### src/rtl/multicycle_control.sv
// Multicycle RV32I sequencer: Moore FSM stepping each instruction through
// fetch, decode, execute, memory and write-back, with illegal-opcode and memory-timeout traps.
module multicycle_control #(
    parameter int TAM_INS   = 7,
    parameter int TAM_ALUOP = 2,
    parameter int MAX_WAIT  = 15
) (
    input  logic                 CLK,
    input  logic                 RST_N,
    input  logic [TAM_INS-1:0]   OPCODE,
    input  logic                 IMEM_READY,
    input  logic                 DMEM_READY,
    output logic                 IMEM_REQ,
    output logic                 IRWRITE,
    output logic                 PCWRITE,
    output logic                 BRANCH,
    output logic                 MEMREAD,
    output logic                 MEMWRITE,
    output logic                 MEMTOREG,
    output logic                 ALUSRC,
    output logic                 REGWRITE,
    output logic [TAM_ALUOP-1:0] ALUOP,
    output logic [2:0]           STATE,
    output logic                 ILLEGAL,
    output logic                 TIMEOUT
);

    typedef enum logic [2:0] {
        S_IDLE   = 3'd0,
        S_FETCH  = 3'd1,
        S_DECODE = 3'd2,
        S_EXEC   = 3'd3,
        S_MEM    = 3'd4,
        S_WB     = 3'd5,
        S_TRAP   = 3'd6
    } state_t;

    typedef enum logic [2:0] {
        C_NONE  = 3'd0,
        C_R     = 3'd1,
        C_I     = 3'd2,
        C_LOAD  = 3'd3,
        C_STORE = 3'd4,
        C_BR    = 3'd5,
        C_U     = 3'd6,
        C_J     = 3'd7
    } class_t;

    localparam logic [TAM_INS-1:0] OP_R     = TAM_INS'(7'b0110011);
    localparam logic [TAM_INS-1:0] OP_I     = TAM_INS'(7'b0010011);
    localparam logic [TAM_INS-1:0] OP_LOAD  = TAM_INS'(7'b0000011);
    localparam logic [TAM_INS-1:0] OP_STORE = TAM_INS'(7'b0100011);
    localparam logic [TAM_INS-1:0] OP_BR    = TAM_INS'(7'b1100011);
    localparam logic [TAM_INS-1:0] OP_LUI   = TAM_INS'(7'b0110111);
    localparam logic [TAM_INS-1:0] OP_AUIPC = TAM_INS'(7'b0010111);
    localparam logic [TAM_INS-1:0] OP_JAL   = TAM_INS'(7'b1101111);
    localparam logic [TAM_INS-1:0] OP_JALR  = TAM_INS'(7'b1100111);

    localparam logic [7:0] MAX_W = 8'(MAX_WAIT);

    state_t               r_state;
    state_t               w_state_nxt;
    class_t               r_class;
    class_t               w_dec_class;
    logic [7:0]           r_wait;
    logic                 r_illegal;
    logic                 r_timeout;
    logic                 w_waiting;
    logic                 w_expired;
    logic                 w_entry;
    logic [TAM_ALUOP-1:0] w_cls_aluop;
    logic                 w_cls_alusrc;

    // Opcode classification; only meaningful while OPCODE is valid (DECODE).
    always_comb begin
        w_dec_class = C_NONE;
        case (OPCODE)
            OP_R:              w_dec_class = C_R;
            OP_I:              w_dec_class = C_I;
            OP_LOAD:           w_dec_class = C_LOAD;
            OP_STORE:          w_dec_class = C_STORE;
            OP_BR:             w_dec_class = C_BR;
            OP_LUI, OP_AUIPC:  w_dec_class = C_U;
            OP_JAL, OP_JALR:   w_dec_class = C_J;
            default:           w_dec_class = C_NONE;
        endcase
    end

    always_comb begin
        w_cls_aluop  = TAM_ALUOP'(2'b01);
        w_cls_alusrc = 1'b1;
        case (r_class)
            C_R: begin
                w_cls_aluop  = TAM_ALUOP'(2'b00);
                w_cls_alusrc = 1'b0;
            end
            C_STORE: w_cls_aluop = TAM_ALUOP'(2'b10);
            C_BR:    w_cls_aluop = TAM_ALUOP'(2'b11);
            default: begin
                w_cls_aluop  = TAM_ALUOP'(2'b01);
                w_cls_alusrc = 1'b1;
            end
        endcase
    end

    // A memory request stays asserted while its ready is low; ready=1 in the
    // owning state completes the access, and ready pulses elsewhere are ignored.
    assign w_waiting = ((r_state == S_FETCH) && !IMEM_READY) ||
                       ((r_state == S_MEM)   && !DMEM_READY);
    assign w_expired = w_waiting && (r_wait == MAX_W);

    always_comb begin
        w_state_nxt = r_state;
        case (r_state)
            S_IDLE:   w_state_nxt = S_FETCH;
            S_FETCH: begin
                if (IMEM_READY)     w_state_nxt = S_DECODE;
                else if (w_expired) w_state_nxt = S_TRAP;
            end
            S_DECODE: w_state_nxt = (w_dec_class == C_NONE) ? S_TRAP : S_EXEC;
            S_EXEC: begin
                if ((r_class == C_LOAD) || (r_class == C_STORE)) w_state_nxt = S_MEM;
                else if (r_class == C_BR)                         w_state_nxt = S_FETCH;
                else                                              w_state_nxt = S_WB;
            end
            S_MEM: begin
                if (DMEM_READY)     w_state_nxt = (r_class == C_LOAD) ? S_WB : S_FETCH;
                else if (w_expired) w_state_nxt = S_TRAP;
            end
            S_WB:     w_state_nxt = S_FETCH;
            S_TRAP:   w_state_nxt = S_TRAP;
            default:  w_state_nxt = S_IDLE;
        endcase
    end

    assign w_entry = ((w_state_nxt == S_FETCH) || (w_state_nxt == S_MEM)) &&
                     (w_state_nxt != r_state);

    always_ff @(posedge CLK or negedge RST_N) begin
        if (!RST_N) begin
            r_state   <= S_IDLE;
            r_class   <= C_NONE;
            r_wait    <= 8'd0;
            r_illegal <= 1'b0;
            r_timeout <= 1'b0;
        end else begin
            r_state <= w_state_nxt;
            if (r_state == S_DECODE) r_class <= w_dec_class;
            if (w_entry)
                r_wait <= 8'd0;
            else if (w_waiting && !w_expired)
                r_wait <= r_wait + 8'd1;
            if ((r_state == S_DECODE) && (w_dec_class == C_NONE)) r_illegal <= 1'b1;
            if (w_expired) r_timeout <= 1'b1;
        end
    end

    // Moore outputs; IRWRITE and the STORE PCWRITE follow the ready of their own state.
    always_comb begin
        IMEM_REQ = 1'b0;
        IRWRITE  = 1'b0;
        PCWRITE  = 1'b0;
        BRANCH   = 1'b0;
        MEMREAD  = 1'b0;
        MEMWRITE = 1'b0;
        MEMTOREG = 1'b0;
        ALUSRC   = 1'b0;
        REGWRITE = 1'b0;
        ALUOP    = '0;
        case (r_state)
            S_FETCH: begin
                IMEM_REQ = 1'b1;
                IRWRITE  = IMEM_READY;
            end
            S_EXEC: begin
                ALUOP  = w_cls_aluop;
                ALUSRC = w_cls_alusrc;
                if (r_class == C_BR) begin
                    BRANCH  = 1'b1;
                    PCWRITE = 1'b1;
                end
            end
            S_MEM: begin
                ALUOP  = w_cls_aluop;
                ALUSRC = w_cls_alusrc;
                if (r_class == C_LOAD) begin
                    MEMREAD = 1'b1;
                end else begin
                    MEMWRITE = 1'b1;
                    PCWRITE  = DMEM_READY;
                end
            end
            S_WB: begin
                ALUOP    = w_cls_aluop;
                ALUSRC   = w_cls_alusrc;
                REGWRITE = 1'b1;
                PCWRITE  = 1'b1;
                MEMTOREG = (r_class == C_LOAD);
            end
            default: ;
        endcase
    end

    assign STATE   = r_state;
    assign ILLEGAL = r_illegal;
    assign TIMEOUT = r_timeout;

endmodule
### config.mk
export PLATFORM = sky130hd
export DESIGN_NAME = multicycle_control
export DESIGN_NICKNAME = d
export VERILOG_FILES = /design/src/rtl/multicycle_control.sv
export SDC_FILE = /design/constraint.sdc
export NUM_CORES = 1
export LEC_CHECK = 0
export CAP_MARGIN = 15
export CORE_MARGIN = 3
export CORE_UTILIZATION = 44
export DETAILED_ROUTE_END_ITERATION = 6
export PLACE_DENSITY = 0.71
export SYNTH_ARGS = -nofsm -noshare
export SYNTH_HDL_FRONTEND = slang
export SYNTH_SLANG_ARGS = --single-unit
### constraint.sdc
create_clock -name CLK -period 1.75 [get_ports CLK]
set_clock_uncertainty 0.05 [all_clocks]
set_input_delay 0.35 -clock CLK [delete_from_list [all_inputs] [get_ports CLK]]
set_output_delay 0.35 -clock CLK [all_outputs]
set_load 0.02 [all_outputs]
Word level (Yosys, flattened, before mapping)
Index checks and enable logic that the tools add are counted.
Storage, ports and cells
  register bits after elaboration: 16
  input bits: 11
  output and inout bits: 16
  word-level logic and storage cells: 75
Cells by class
  add/sub/neg operators: 1
  equality and inequality tests: 23
  muxes and demuxes: 27
  reduce and logical (&&, ||, !) cells: 19
Operators with widths (count)
  $eq A7 B6 Y1 const B: 3
  $eq A7 B7 Y1 const B: 3
  $mux W3: 7
  $pmux W3 S7: 1
  $eq A3 B3 Y1 const B: 6
  $pmux W3 S6: 1
  $mux W8: 2
  $eq A7 B5 Y1 const B: 2
  $mux W1: 13
  $eq A3 B1 Y1 const B: 3
  $eq A3 B2 Y1 const B: 3
  $add A8 B1 Y8 const B: 1
  $eq A8 B4 Y1 const B: 1
  $eq A7 B2 Y1 const B: 1
  $logic_and A1 B1 Y1: 6
  $logic_not A3 Y1: 2
  $pmux W2 S3: 1
  $reduce_or A2 Y1: 3
  $logic_not A1 Y1: 3
  $logic_or A1 B1 Y1: 3
  $ne A3 B3 Y1: 1
  $pmux W1 S3: 1
  $reduce_or A3 Y1: 1
  $mux W2: 1
  $reduce_bool A2 Y1: 1

Longest topological paths before layout
  depth after elaboration: 11
  depth in mapped cells: 6
  depth with buffers taken out: 6

Least setup slack after synthesis
No wires, ideal clock.
  path kind: reg-to-reg
  start: reg r_state[0] (netlist: STATE[0])
  end: reg r_wait[0]
  setup time: 0.077 ns
  arrival: 1.678 ns
  required time: 1.623 ns
  setup slack: -0.056 ns
  cell stages (with the launch flop): 6
  path buffers: 0
  clock period less this slack: 1.806 ns
  cell sequence: dfrtp_1 > or3b_2 > a21oi_1 > a221oi_2 > a32o_2 > a21oi_1
Between the ends
  cells in the longest elaborated chain, start to end: 11
  elaborated cells on any way between the ends: 25
  classes of those cells: eq/ne: 9; mux: 5; reduce/logical: 11
RTL lines
  start: declaration: RTL line 61  | state_t r_state;
  start signal: assignment: RTL line 147  | r_state <= w_state_nxt;
  $eq A3 B1 Y1 or $eq A3 B3 Y1 (tied branches): RTL line 108, 114, 109
  $logic_and A1 B1 Y1 (on tied branches): RTL line 108, 109
  $logic_or A1 B1 Y1: RTL line 108  | assign w_waiting = ((r_state == S_FETCH) && !IMEM_READY) ||
  $logic_and A1 B1 Y1: RTL line 110  | assign w_expired = w_waiting && (r_wait == MAX_W);
  $mux W3: RTL line 118, 128
  $mux W3 (on tied branches): RTL line 127, 117
  $pmux W3 S6: RTL line 114  | case (r_state)
  $eq A3 B1 Y1 or $eq A3 B3 Y1 (tied branches): RTL line 136  | assign w_entry = ((w_state_nxt == S_FETCH) || (w_state_nxt == S_MEM)) &&
  $logic_or A1 B1 Y1: RTL line 136
  $logic_and A1 B1 Y1: RTL line 136
  $mux W8 or $reduce_bool A2 Y1 (tied branches)
  end signal: assignment: RTL line 152  | r_wait <= r_wait + 8'd1;
  end: declaration: RTL line 65  | logic [7:0] r_wait;
Several ways; a longest one is shown, not always the timed one.
A chain may end at the register's enable or synchronous reset.

Worst setup path in the final report
  start: reg r_state[0] (netlist: STATE[0])
  end: out PCWRITE
Between the ends
  cells in the longest elaborated chain, start to end: 2
  elaborated cells on any way between the ends: 4
  classes of those cells: eq/ne: 3; mux: 1
RTL lines
  $eq A3 B3 Y1 or $eq A3 B2 Y1 (tied branches): RTL line 170  | case (r_state)
  $pmux W1 S3 *: RTL line 170
  end: declaration: RTL line 15  | output logic PCWRITE,
Every way passes the cells marked *; elsewhere a longest branch is shown, timed or not.

==> flow_summary.toml <==
[yosys]
syn_area_per_cell_um2 = 9.13
syn_area_um2 = 1120
synth_cell_types = 45
synth_top_cell_by_area = "dfrtp_1"
ys_ff_latch = 16
yosys_warnings = 0
synthArstFlopShare_pct = 100
seq_area_frac_synth_pct = 35.6
synthCells = 123
synth_area_leaders = "dfrtp_1 (36%), xnor2_1 (6.2%), a21oi_1 (4.9%)"
syn-num-nets = 135
ys.flop_type = "dfrtp_1"
synth_top_area_share_pct = 35.6
synth_edf_count = 0

[clocking]
cts_tree = "built"
clock_sinks = 16
cts_made_buffers = 3
clkTransAtPathRegs_ns = 0.10
hold_buffers = 0
cts-root-buf = "clkbuf_4"
htreeDepth = 1
insertion_delay_ns = 0.28
clockBufferDepth = 2

[global_routing]
grt_pass1_vias = 1214
gr-total-overflow = 0
grt_pass1_wl_um = 5310
grt_max_degree = 17
antenna_found_initial = 0
grt_usage_pct = 20.4

[placed_design]
hpwl_um = 2320
place_ws_ns = -0.422
dp.cells = 210
place_congestion = 0.809
portBuffers = 26
place_area_um2 = 1670

[cells_and_area]
fill_cells = 163
area_growth_pct = 60.7
fin_util_pct = 77.9
layout-drive-gt1-share_pct = 42.4
design_area_um2 = 1810
multiInputGateArea_um2 = 781
final_nets = 204
fin_cells = 219
seq_area_um2 = 403
diodes = 0

[run_status]
violations = "setup timing"
status = "complete, but fails checks"

[routing]
dr.pass1.iters = 4
num_vias = 1203
postRouteAntennaNets = 0
drt_first_iter_violations = 26
vias_per_cell = 5.49
wl_per_cell_um = 16.0
drc_errors = 0
wl_um = 3510

[timing]
worst_pin_slew_ns = 0.344
fmax_mhz = 511
layout_setup_ws_ns = -0.207
max-slew-margin-rel_pct = 76.7
rsz0062_at_grt = "yes"
period_share_pct = 112
final_max_slew_viol_count = 0
timing.hold.ws_ns = 0.345
report.final.setup_viol = 16
period_minus_slack_ns = 1.96
finalHoldViolCount = 0

[worst_setup_path]
endpoint_kind = "primary output"
worst-endpoint-arrival_ns = 1.56
cp.required_ns = 1.35
crit_path_start_kind = "register"
path_class = "reg -> out"
crit_fanout = 8

[job]
drv_cap = 0

[floorplan]
initial_core_util_pct = 48.5
fp.dieW_um = 56.5
core_um2 = 2320
io_pins = 27
die-area_um2 = 3200
fp.dieH_um = 56.5
num_rows = 17

[power_and_ir_drop]
leakage_nw = 0.788
powerDensity_nw_per_um2 = 1350
irDropWorstVdd_mv = 1.20

[hold_path]
hold_class = "in -> async"
[Yosys cell counts (3+ instances only)]
| master | number |
|---|---|
| a21oi_1 | 11 |
| dfrtp_1 | 16 |
| inv_1 | 4 |
| nand2_1 | 13 |
| nand2b_1 | 3 |
| nand3_1 | 3 |
| nor2_1 | 5 |
| nor2b_1 | 7 |
| nor3_1 | 6 |
| nor4_1 | 3 |
| o21ai_0 | 6 |
| xnor2_1 | 8 |
[state kept, by name, summed over array words and instances, names as in the netlist]
register,count
TIMEOUT,1
r_class,3
STATE,3
ILLEGAL,1
r_wait,8
[report_power, final]
group | switching (mW) | total (mW) | leakage (nW) | internal [mW]
clock network | 0.114 | 0.240 | 0.0210 | 0.126
logic | 0.859 | 1.66 | 0.557 | 0.804
registers | 0.0755 | 0.531 | 0.209 | 0.455
total | 1.05 | 2.43 | 0.788 | 1.39
[what timing repair did]
| action | in CTS | in global routing |
|---|---|---|
| pin swaps | 6 | 7 |
| gates cloned | 0 | 0 |
| setup endpoints to repair | 22 | 22 |
| buffers inserted | 2 | 3 |
| resized for setup | 63 | 17 |
[critical path, stage by stage (launching register included)]
cell and delay (ns):
dfrtp_2 0.42, buf_6 0.14, and2b_1 0.22, and3_4 0.18, o21bai_1 0.16, buf_4 0.16
[final timing paths]
path | start | endpoint | slack (ns) | cells after the start
worst max-delay path | STATE[0] | PCWRITE | -0.21 | 5
max in group asynchronous | RST_N | STATE[0] | 1.10 | 2
worst max register to register | STATE[0] | r_wait[1] | -0.14 | 7
min in group CLK | ILLEGAL | ILLEGAL | 0.43 | 1
worst min-delay path | RST_N | TIMEOUT | 0.35 | 2
worst min register to register | ILLEGAL | ILLEGAL | 0.43 | 1
[layout make-up]
cell class	count	share of cell area, %
timing repair buffer	65	29.7
tap	28	1.94
multi-input combinational	102	43.2
sequential	16	22.3
inverter	4	0.832
clock buffer	4	2.01
[cells in the final DEF, fill, tap and decap left out, types with 2 or more instances in the layout]
cell / count
dfrtp_2: 2
nand2_1: 12
buf_4: 43
nor3_2: 3
nor2_1: 2
nor2_2: 2
nor2b_1: 6
nand4_1: 2
or2b_1: 2
nor3_1: 3
o21ai_0: 5
dfrtp_1: 14
nor3b_2: 2
dlygate4sd2_1: 3
clkbuf_4: 3
clkdlybuf4s50_1: 11
inv_1: 4
a21oi_2: 2
nand2b_1: 3
a21oi_1: 8
xnor2_1: 8
o21bai_1: 2
buf_6: 5
nor4_1: 3
nand3_1: 3
and3b_1: 2
[metrics by stage]
stage               TNS (ns)  total power, mW
global route           -3.33             2.58
detailed placement     -6.00             2.00
finish                 -2.02             2.43
CTS                    -1.08             2.28
global placement       -5.26             1.96
floorplan            -0.0852             1.30
[kinds of logic after synthesis]
kind of cell	count (synthesis)	share of synthesized area, %
compound gates	33	21.4
xor+xnor	8	6.24
fa+ha+maj	1	1.11
buf+inv	5	1.78
flops	16	35.6
mux	1	0.891
simple gates	59	33.0
[metal layers]
metal	global-route usage, %	vias up	wire length [µm]
li1	-	593	-
met1	23.7	590	1470
met2	39.1	18	1940
met3	2.53	2	86
met4	4.41	0	21
met5	0	-	0
Note: power is estimated with default switching activity, not from simulation.
